$ cat config.mk
export PLATFORM = sky130hd
export DESIGN_NAME = elevator_ctrl
export DESIGN_NICKNAME = d
export VERILOG_FILES = /design/src/rtl/elevator_ctrl.sv
export SDC_FILE = /design/constraint.sdc
export NUM_CORES = 1
export LEC_CHECK = 0
export BUFFER_PORTS_ARGS = -buffer_cell sky130_fd_sc_hd__buf_2
export CAP_MARGIN = 20
export CELL_PAD_IN_SITES_DETAIL_PLACEMENT = 1
export CELL_PAD_IN_SITES_GLOBAL_PLACEMENT = 1
export CORE_MARGIN = 2
export CORE_UTILIZATION = 37
export DETAILED_ROUTE_END_ITERATION = 8
export GPL_TIMING_DRIVEN = 0
export PLACE_DENSITY = 0.77
export RECOVER_POWER = 25
export SLEW_MARGIN = 20
export SYNTH_ARGS = -nofsm -noshare
export SYNTH_HDL_FRONTEND = slang
export SYNTH_SLANG_ARGS = --single-unit
$ cat constraint.sdc
create_clock -name clk -period 1.71 [get_ports clk]
set_input_delay 0.171 -clock clk [delete_from_list [all_inputs] [get_ports clk]]
set_output_delay 0.171 -clock clk [all_outputs]
set_load 0.005 [all_outputs]
$ cat src/rtl/elevator_ctrl.sv
// Four-floor elevator motion controller: fetches one hall call per trip, travels
// floor by floor, opens the door. Optional door-hold input under ELEV_DOOR_HOLD_EN.
module elevator_ctrl #(
  parameter int MOVE_CYCLES = 8,
  parameter int DOOR_CYCLES = 4
) (
  input  logic       clk,
  input  logic       rst_n,
  input  logic [2:0] req_code,
  input  logic       q_empty,
`ifdef ELEV_DOOR_HOLD_EN
  input  logic       door_hold,
`endif
  output logic       done,
  output logic [1:0] floor,
  output logic       moving_up,
  output logic       moving_down,
  output logic       door_open,
  output logic [1:0] dir_lamp,
  output logic       served
);

  typedef enum logic [2:0] {IDLE, FETCH, MOVE_UP, MOVE_DOWN, DOOR} state_t;

  localparam logic [7:0] MOVE_RELOAD = 8'(MOVE_CYCLES - 1);
  localparam logic [7:0] DOOR_RELOAD = 8'(DOOR_CYCLES - 1);

  state_t     state, state_d;
  logic [7:0] timer, timer_d;
  logic [1:0] target, target_d;
  logic [1:0] floor_d, dir_d;
  logic       code_ok;
  logic [1:0] code_tgt, code_dir;
  logic       hold;

  // Buffer-empty is informational only; the fetch loop polls regardless.
  logic unused_q_empty;
  assign unused_q_empty = q_empty;

`ifdef ELEV_DOOR_HOLD_EN
  assign hold = door_hold;
`else
  assign hold = 1'b0;
`endif

  always_comb begin
    code_ok  = 1'b1;
    code_tgt = 2'd0;
    code_dir = 2'b00;
    case (req_code)
      3'b001:  begin code_tgt = 2'd0; code_dir = 2'b10; end
      3'b010:  begin code_tgt = 2'd1; code_dir = 2'b10; end
      3'b011:  begin code_tgt = 2'd2; code_dir = 2'b10; end
      3'b110:  begin code_tgt = 2'd1; code_dir = 2'b01; end
      3'b111:  begin code_tgt = 2'd2; code_dir = 2'b01; end
      3'b100:  begin code_tgt = 2'd3; code_dir = 2'b01; end
      default: code_ok = 1'b0;
    endcase
  end

  always_comb begin
    state_d  = state;
    timer_d  = timer;
    target_d = target;
    floor_d  = floor;
    dir_d    = dir_lamp;
    case (state)
      // done is low only in the first IDLE cycle after reset; hold there once
      // so every fetch is preceded by a real strobe.
      IDLE: if (done) state_d = FETCH;
      FETCH: begin
        if (!code_ok) begin
          state_d = IDLE;
        end else begin
          target_d = code_tgt;
          dir_d    = code_dir;
          if (code_tgt == floor) begin
            state_d = DOOR;
            timer_d = DOOR_RELOAD;
          end else begin
            state_d = (code_tgt > floor) ? MOVE_UP : MOVE_DOWN;
            timer_d = MOVE_RELOAD;
          end
        end
      end
      MOVE_UP, MOVE_DOWN: begin
        if (timer != 8'd0) begin
          timer_d = timer - 8'd1;
        end else if ((state == MOVE_UP && floor == 2'd3) ||
                     (state == MOVE_DOWN && floor == 2'd0)) begin
          state_d = DOOR;
          timer_d = DOOR_RELOAD;
        end else begin
          floor_d = (state == MOVE_UP) ? floor + 2'd1 : floor - 2'd1;
          if (floor_d == target) begin
            state_d = DOOR;
            timer_d = DOOR_RELOAD;
          end else begin
            timer_d = MOVE_RELOAD;
          end
        end
      end
      DOOR: begin
        if (hold) begin
          timer_d = DOOR_RELOAD;
        end else if (timer == 8'd0) begin
          state_d = IDLE;
          dir_d   = 2'b00;
        end else begin
          timer_d = timer - 8'd1;
        end
      end
      default: state_d = IDLE;
    endcase
  end

  // Outputs are registered from the next state so they line up with it.
  always_ff @(posedge clk or negedge rst_n) begin
    if (!rst_n) begin
      state       <= IDLE;
      timer       <= 8'd0;
      target      <= 2'd0;
      floor       <= 2'd0;
      dir_lamp    <= 2'b00;
      done        <= 1'b0;
      moving_up   <= 1'b0;
      moving_down <= 1'b0;
      door_open   <= 1'b0;
      served      <= 1'b0;
    end else begin
      state       <= state_d;
      timer       <= timer_d;
      target      <= target_d;
      floor       <= floor_d;
      dir_lamp    <= dir_d;
      done        <= (state_d == IDLE);
      moving_up   <= (state_d == MOVE_UP);
      moving_down <= (state_d == MOVE_DOWN);
      door_open   <= (state_d == DOOR);
      served      <= (state_d == DOOR) && (state != DOOR);
    end
  end

endmodule

==> results of run 1 <==
-- layout by cell type, fill, tap and decap left out, types with 2 or more instances in the layout --
master    netlist  layout
buf_4           1      22
dfrtp_1        22      20
buf_2           2      13
nand2_1        13      11
o21ai_1         8       8
nor2_1          8       6
o21ai_0         6       5
nor2b_1         6       5
nand3_1         5       5
inv_1           5       3
o21bai_1        3       3
nand2b_1        3       3
a21oi_1         3       3
o31ai_1         3       3
a22o_1          3       3
nor3_1          3       3
clkbuf_4        0       3
inv_2           0       2
nor2_2          1       2
nand2_2         0       2
o21ai_4         0       2
a211o_1         2       2
o211ai_1        2       2
a32o_1          2       2
ha_1            3       2
dfrtp_2         0       2
-- state kept, by name, indices dropped and copies added (netlist names) --
register and count:
dir_lamp 2, done 1, door_open 1, floor 2, moving_down 1, moving_up 1, served 1, state 3
target 2, timer 8
-- cell type report --
type,instances,share of cell area
buffer,4,0.0184
clock buffer,3,0.0128
clock inverter,1,0.0170
inverter,5,0.0106
multi-input combinational,100,0.457
sequential,22,0.313
tap,46,0.0326
timing repair buffer,36,0.138
-- through the flow --
step	setup TNS, ns	cell area [sq um]
after detailed placement	-1.36	1470
after global routing	-0.670	1760
after floorplan	-0.0113	1350
final	-0.192	1760
after global placement	-0.956	1470
after CTS	-0.0442	1690
-- timing repair --
action                                 in CTS  in global routing
endpoints found under the hold margin      22                  0
hold buffers                                1                  0
gates resized for setup                    15                  8
pin swaps                                   5                 11
setup buffers                              15                  7
setup endpoints to repair                  15                 16
-- critical path, delay by kind of cell, from the launching register on --
family	cells	cell delay, ns
AOI/OAI and AO/OA	2	0.29
and+or+nand+nor	2	0.58
DFF	1	0.44
xor gates and xnor gates	1	0.39
-- power breakdown --
part | leakage [nW] | internal [W] | switching [W]
combinational | 0.492 | 0.000811 | 0.000819
sequential | 0.277 | 0.000687 | 0.000156
clock | 0.0279 | 0.000237 | 0.000172
-- logic make-up after synthesis --
group | after synthesis
XOR/XNOR | 2
adder cells (fa/ha/maj) | 3
multiplexers | 1
buffers and inverters | 10
AO/OA/AOI/OAI | 47
flip-flops | 22
AND/OR/NAND/NOR | 47
-- routing by layer --
metal	vias to the layer above	share of wire	routed length, um
met1	594	0.42	1500
met3	5	0.020	72
met2	18	0.54	1920
li1	568	-	-
met4	0	0.014	49
met5	-	0	0
-- worst max path at each step --
| stage | startpoint | endpoint | slack [ns] | depth (start not counted) |
|---|---|---|---|---|
| floorplan | timer[0] | timer[7] | -0.004 | 7 |
| global placement | timer[0] | timer[7] | -0.23 | 7 |
| detailed placement | timer[0] | timer[5] | -0.31 | 7 |
| CTS | state[0] | state[2] | -0.02 | 5 |
| global route | floor[1] | door_open | -0.11 | 5 |
| finish | floor[1] | door_open | -0.06 | 5 |
==> out/results.ini, run 1 <==
[routing]
vias_per_cell = 5.46
wl_per_cell_um = 16.3
antenna_left = 0
vias = 1185
post-route-drc-count = 0
wl_um = 3540
drt_iter0_markers = 33
drt_pass1_iterations = 5

[grt]
grt_max_degree = 23
grt_util_met2 = 0.361
grt_use_met3 = 0.0229
gr-usage-all-layers = 0.191
grt_pass1_vias = 1249
grt_pass1_wl_um = 6070
overflow = 0
met1_usage = 0.222
top_usage_layer = met2
grt_antenna_before_repair = 0

[synthesis]
synth_xor_area_frac = 0.0237
synth-edff-count = 0
ys_top_cells_by_count = dfrtp_1 (22), nand2_1 (13), nor2_1 (8), o21ai_1 (8)
synth_area_per_cell_sq_um = 10.0
synthesis.nets = 141
synth-simple-area-share = 0.201
synth_area_sq_um = 1320
synth_top_cell_area_share = 0.417
yosysMostFrequentCell = dfrtp_1
ys_warn_count = 0
synth_mux_area_frac = 0.00758
async_flop_share = 1.00
synth_top_family_by_area = compound AO/OA/AOI/OAI gates
synth_area_leaders = dfrtp_1 (42%), nand2_1 (3.7%), o21ai_1 (3.0%), ha_1 (2.8%), nor2b_1 (2.8%)
synthAdderAreaFrac = 0.0284
ys_ff_latch = 22
synth-main-ff-cell = dfrtp_1
synth_compound_area_frac = 0.289
synth_area_leader_cell = dfrtp_1
synth_cells = 132
yosysSeqAreaShare = 0.417
ys_types = 47

[sta]
fmax_mhz = 565
rsz0062_at_grt = true
final-setup-viol-count = 6
setup_slack_ns = -0.0593
fin_worst_skew_ns = 0.00195
hold_violations = 0
fin_crit_sh = 1.03
worst_slew_pin_slew_ns = 1.19
fin_crit_ns = 1.77
hold_ws_ns = 0.0943
maxSlewViolCount = 0
slew_headroom = 0.205

[layout]
diodes = 0
nNetsFinal = 181
area_growth_pct = 33.5
instances_no_fill = 217
multiInputGateArea_sq_um = 807
layout-drive-gt1-share = 0.398
register_area_sq_um = 553
fillers = 380
fin_util = 0.520

[floorplan]
core_area_sq_um = 3390
ioPinCount = 15
dieArea_sq_um = 4060
start_util = 0.390
rows = 21
die_w_um = 63.8
die_height_um = 63.8

[hold_path]
worst_hold_startpoint = req_code[2]
hold-path-endpoint = dir_lamp[1]
holdPathStages = 2
min_path_type = in2reg

[cts]
cts.sinks = 22
clockBufferDepth = 2
clk_pin_slew_worst_paths_ns = 0.13
cts_made_buffers = 3
worstSkewPairLatency_ns = 0.32
cts-root-buf = clkbuf_4
cts_max_level = 1
cts_tree = done

[critical_path]
endpoint_kind = flip-flop
reg2reg_depth = 5
crit_path_top_delay_cell = dfrtp_2
required_ns = 1.96
r2r-start = floor[1]
crit_type = reg2reg
reg2reg_setup_slack_ns = -0.06
max_stage_delay_ns = 0.44
path_cells = xnor3_1 > or3b_1 > and3_4 > o22ai_4 > o21bai_1
crit_path_max_fanout = 4
worstReg2RegEnd = door_open
startpoint_type = flip-flop
cp_data_arrival_time_ns = 2.02

[power]
peakVddDrop_mv = 0.422
p_per_area_nw_per_um2 = 1630
p_total_w = 0.00288
p_leak_nw = 0.797

[placed_design]
routabilityCongestion = 0.819
port-buffer-count = 13
dp_slack_ns = -0.310
dp_cells = 191
dp_hpwl_um = 2430

[outcome]
violations = setup timing
status = finished with violations

[run]
maxCapViolations = 0

Note: power is estimated with default switching activity, not from simulation.
==> run 2: changes to the inputs <==
CORE_UTILIZATION = 40   (was 37)
PLACE_DENSITY = 0.82   (was 0.77)
==> out/results.ini, run 2 (synthesized netlist as in run 1, its figures left out) <==
[cts]
cts-root-buf = clkbuf_4
cts_made_buffers = 3  ; unchanged
clockBufferDepth = 2  ; unchanged
cts.sinks = 22  ; unchanged
cts_tree = done
worstSkewPairLatency_ns = 0.33  ; about the same
cts_max_level = 1  ; unchanged
clk_pin_slew_worst_paths_ns = 0.14  ; about the same

[power]
peakVddDrop_mv = 0.676  ; +60%
p_leak_nw = 0.786  ; -1.4%
p_total_w = 0.00291  ; +1.0%
p_per_area_nw_per_um2 = 1640  ; +0.47%

[grt]
grt_pass1_vias = 1242  ; -0.56%
overflow = 0  ; unchanged
grt_pass1_wl_um = 5840  ; -3.8%
grt_antenna_before_repair = 0  ; unchanged
grt_max_degree = 23  ; unchanged
gr-usage-all-layers = 0.214  ; +0.0222

[sta]
maxSlewViolCount = 0  ; unchanged
setup_slack_ns = -0.0178  ; +0.0415 ns
fmax_mhz = 579  ; +2.4%
fin_crit_ns = 1.73  ; -0.0415 ns
fin_worst_skew_ns = 0.0115  ; +0.00953 ns
hold_violations = 0  ; unchanged
worst_slew_pin_slew_ns = 1.23  ; +0.0395 ns
slew_headroom = 0.179  ; -0.0264
rsz0062_at_grt = true
final-setup-viol-count = 2  ; -4
fin_crit_sh = 1.01  ; -0.0243

[critical_path]
endpoint_kind = flip-flop
crit_type = reg2reg
cp_data_arrival_time_ns = 1.95  ; -0.07 ns
critPathLaunch = state[0]
r2r-start = state[0]
crit_path_top_delay_cell = dfrtp_1
reg2reg_setup_slack_ns = -0.02  ; +0.04 ns
path_cells = buf_4 > nor2_4 > nand2_2 > clkbuf_8 > o21ai_4 > o21ai_1 > a22o_1
worstReg2RegEnd = timer[7]
reg2reg_depth = 7  ; +2
crit_path_max_fanout = 10  ; +6
max_stage_delay_ns = 0.41  ; -0.03 ns
startpoint_type = flip-flop
required_ns = 1.93  ; -0.03 ns

[layout]
register_area_sq_um = 556  ; +0.45%
multiInputGateArea_sq_um = 838  ; +3.9%
fillers = 364  ; -4.2%
top_register = timer
diodes = 0  ; unchanged
final_common_cell = buf_4
largestRegisters = timer (8), state (3)
nNetsFinal = 180  ; -0.55%
largest_register_ffs = 8  ; unchanged
layout_common_cells = buf_4 (20), dfrtp_1 (18), buf_2 (13)
fin_util = 0.572  ; +0.0513
layout-drive-gt1-share = 0.429  ; +0.0318
area_growth_pct = 34.3

[routing]
post-route-drc-count = 0  ; unchanged
vias_per_cell = 5.57  ; +2.0%
antenna_left = 0  ; unchanged
vias = 1192  ; +0.59%
drt_iter0_markers = 23  ; -30%
drt_pass1_iterations = 4  ; -1
wl_per_cell_um = 17.9  ; +9.7%
wl_um = 3830  ; +8.2%

[floorplan]
dieArea_sq_um = 3780  ; -7.0%
die_height_um = 61.5  ; -3.6%
ioPinCount = 15  ; unchanged
die_w_um = 61.5  ; -3.6%
core_area_sq_um = 3100  ; -8.5%
rows = 20  ; -4.8%
start_util = 0.426  ; +0.0360

[hold_path]
hold-path-endpoint = dir_lamp[1]
holdPathStages = 2  ; unchanged
worst_hold_startpoint = req_code[2]
min_path_type = in2reg

[run]
maxCapViolations = 0  ; unchanged

[placed_design]
dp_hpwl_um = 2520  ; +3.8%
routabilityCongestion = 0.772  ; -5.7%
port-buffer-count = 13  ; unchanged

[outcome]
status = finished with violations
violations = setup timing

==> run 2: routing by layer <==
layer  part of all wire  up-vias  wire [um]  global-route usage
met3              0.016        6         61              0.0399
met2               0.58       12       2200               0.435
met1               0.40      611       1510               0.223
li1                   -      563          -                   -
met4              0.013        0         48              0.0456
met5                  0        -          0                   0
==> run 2: repair_timing <==
item,CTS,global route
pin swaps,6,18
resized for setup,14,20
setup buffers,16,6
endpoints found under the setup margin,15,18
hold endpoints to repair,22,0
hold buffers,1,0
==> run 2: per-stage QoR <==
step	cell area (sq um)	worst slack [ns]	hold slack [ns]	cells	TNS, ns
3_5_place_dp	1470	-0.284	0.175	189	-1.48
5_1_grt	1770	-0.0802	0.120	214	-0.525
6_report	1770	-0.0178	0.123	214	-0.0249
2_1_floorplan	1350	-0.00389	-0.125	132	-0.0113
3_3_place_gp	1470	-0.231	0.165	189	-0.959
4_1_cts	1670	-0.00300	0.0989	209	-0.00476
==> run 2: worst max path at each step <==
stage / end / slack [ns]
CTS: timer[5] / -0.003
global route: timer[7] / -0.08
floorplan: timer[7] / -0.004
finish: timer[7] / -0.02
global placement: timer[6] / -0.23
detailed placement: timer[5] / -0.28
==> run 2: area by class of cell <==
class,count,share of cell area
sequential,22,0.313
inverter,5,0.0106
buffer,4,0.0176
multi-input combinational,100,0.472
tap,44,0.0310
timing repair buffer,35,0.135
clock buffer,4,0.0205
==> run 2: critical path, delay by kind of cell (launching register included) <==
kind	cells	cell delay (ns)
flip-flops	1	0.41
AO/OA/AOI/OAI	3	0.63
AND/OR/NAND/NOR	2	0.21
buffers and inverters	2	0.38
==> run 2: report_power, final <==
part	switching (W)	internal, W
sequential	0.000176	0.000689
clock	0.000177	0.000130
combinational	0.000889	0.000851
total	0.00124	0.00167
==> run 3: changes to the inputs <==
clock period = 1.4 ns   (was 1.71 ns; I/O delays follow)
==> out/results.ini, run 3 (synthesized netlist as in run 1, its figures left out) <==
[sta]
slew_headroom = 0.613  ; +0.434
hold_violations = 0  ; unchanged
fmax_mhz = 575  ; -0.71%
setup_tns_ns = -4.85  ; -4.82 ns
fin_worst_skew_ns = 0.00819  ; -0.00329 ns
setup_slack_ns = -0.340  ; -0.322 ns
final-setup-viol-count = 20  ; +18
maxSlewViolCount = 0  ; unchanged
fin_crit_ns = 1.74  ; +0.0124 ns
worst_slew_pin_slew_ns = 0.581  ; -0.651 ns
rsz0062_at_grt = true
fin_crit_sh = 1.24  ; +0.233

[routing]
drt_iter0_markers = 51  ; +120%
drt-met1-wl_um = 1620  ; +7.3%
wl_per_cell_um = 19.2  ; +7.3%
drt_pass1_iterations = 4  ; unchanged
post-route-drc-count = 0  ; unchanged
vias_per_cell = 5.65  ; +1.5%
vias = 1204  ; +1.0%
wl_um = 4090  ; +6.8%
wl_met2_um = 2300  ; +4.2%
wl_met3_um = 80  ; +31%
top_layer = met4
antenna_left = 0  ; unchanged

[layout]
nNetsFinal = 179  ; -0.56%
final_common_cell = dfrtp_1
largestRegisters = timer (8), state (3)
diodes = 0  ; unchanged
top_register = timer
multiInputGateArea_sq_um = 856  ; +2.1%
layout_common_cells = dfrtp_1 (19), buf_4 (18), buf_2 (13)
area_growth_pct = 36.6
layout-drive-gt1-share = 0.450  ; +0.0203
fillers = 369  ; +1.4%
largest_register_ffs = 8  ; unchanged
instances_no_fill = 213  ; -0.47%
register_area_sq_um = 554  ; -0.23%
fin_util = 0.582  ; +0.0101

[cts]
cts_max_level = 1  ; unchanged
clk_pin_slew_worst_paths_ns = 0.14  ; about the same
cts_tree = done
worstSkewPairLatency_ns = 0.33  ; about the same
cts-root-buf = clkbuf_4
clockBufferDepth = 2  ; unchanged
cts.sinks = 22  ; unchanged
cts_made_buffers = 3  ; unchanged

[critical_path]
crit_top_cell = buf_4
path_delay_family = compound AO/OA/AOI/OAI gates
required_ns = 1.62  ; -0.31 ns
startpoint_type = flip-flop
crit_type = reg2reg
crit_path_top_delay_cell = dfrtp_1
endpoint_kind = flip-flop
path_cells = o21ba_2 > o41ai_4 > buf_4 > buf_4 > o21ai_4 > o21ai_1 > a22o_1
cp.buffers_inverters = 2  ; unchanged
max_stage_delay_ns = 0.50  ; +0.09 ns
crit_path_max_fanout = 6  ; -4
cp_data_arrival_time_ns = 1.96  ; about the same

[floorplan]
rows = 20  ; unchanged
ioPinCount = 15  ; unchanged
die_w_um = 61.5  ; unchanged
start_util = 0.426  ; unchanged
core_area_sq_um = 3100  ; unchanged
dieArea_sq_um = 3780  ; unchanged
die_height_um = 61.5  ; unchanged

[power]
p_per_area_nw_per_um2 = 2050  ; +25%
peakVddDrop_mv = 0.709  ; +5.0%
p_leak_nw = 0.799  ; +1.7%

[placed_design]
dp_slack_ns = -0.583  ; -0.298 ns
port-buffer-count = 13  ; unchanged
dp_hpwl_um = 2380  ; -5.5%
dp_cells = 189  ; unchanged
routabilityCongestion = 0.775  ; +0.39%

[hold_path]
min_path_type = in2reg

[grt]
grt_antenna_before_repair = 0  ; unchanged
overflow = 0  ; unchanged
grt_pass1_vias = 1332  ; +7.2%
grt_max_degree = 23  ; unchanged
gr-usage-all-layers = 0.238  ; +0.0245
grt_pass1_wl_um = 6440  ; +10%

[run]
maxCapViolations = 0  ; unchanged

[outcome]
status = finished with violations
violations = setup timing

[run 3: changes by cell type in the layout (fill, tap and decap cells not counted), sizes merged]
cell | before | now
bufinv | 0 | 1
clkbuf | 7 | 5
[run 3: what timing repair did]
action | CTS | global route
gates resized for setup | 24 | 12
endpoints found under the hold margin | 22 | 0
hold buffers | 1 | 0
endpoints found under the setup margin | 20 | 20
pin swaps | 14 | 8
setup buffers | 14 | 6
[run 3: power breakdown]
group	switching (W)	internal [W]	leakage, nW
clock	0.000222	0.000290	0.0279
sequential	0.000218	0.000842	0.276
combinational	0.00113	0.00101	0.495
[run 3: layout make-up]
class / instances / share of cell area
Inverter: 5 / 0.0104
Tap cell: 44 / 0.0305
Sequential cell: 22 / 0.307
Timing Repair Buffer: 34 / 0.131
Buffer: 4 / 0.0180
Clock inverter: 1 / 0.0166
Multi-Input combinational cell: 100 / 0.474
Clock buffer: 3 / 0.0125
[run 3: metal layers]
layer  GRT usage  vias to the layer above
li1            -                      565
met5           0                        -
met2       0.450                       21
met3      0.0273                       10
met1       0.264                      608
met4       0.109                        0
[run 3: worst paths after layout]
check	start	endpoint	slack, ns	cells after the start
worst max-delay path	state[2]	timer[5]	-0.34	7
worst min-delay path	req_code[2]	dir_lamp[1]	0.09	2
worst max register to register	state[2]	timer[5]	-0.34	7
worst min register to register	dir_lamp[1]	dir_lamp[1]	0.57	2
max in group asynchronous	rst_n	timer[5]	0.65	2
min in group asynchronous	rst_n	state[0]	0.33	2
[run 3: per-stage QoR]
step                      total power (W)  cell area (sq um)  hold WS (ns)
after floorplan                   0.00213               1350        -0.156
after global placement            0.00246               1470         0.135
after detailed placement          0.00254               1470         0.136
after global routing              0.00392               1810         0.103
final                             0.00371               1810        0.0945
after CTS                         0.00344               1740        0.0626
[run 3: worst reg2reg max path, stage by stage (launching register included)]
cell,delay (ns)
dfrtp_1,0.50
o21ba_2,0.32
o41ai_4,0.08
buf_4,0.17
buf_4,0.14
o21ai_4,0.10
o21ai_1,0.10
a22o_1,0.24
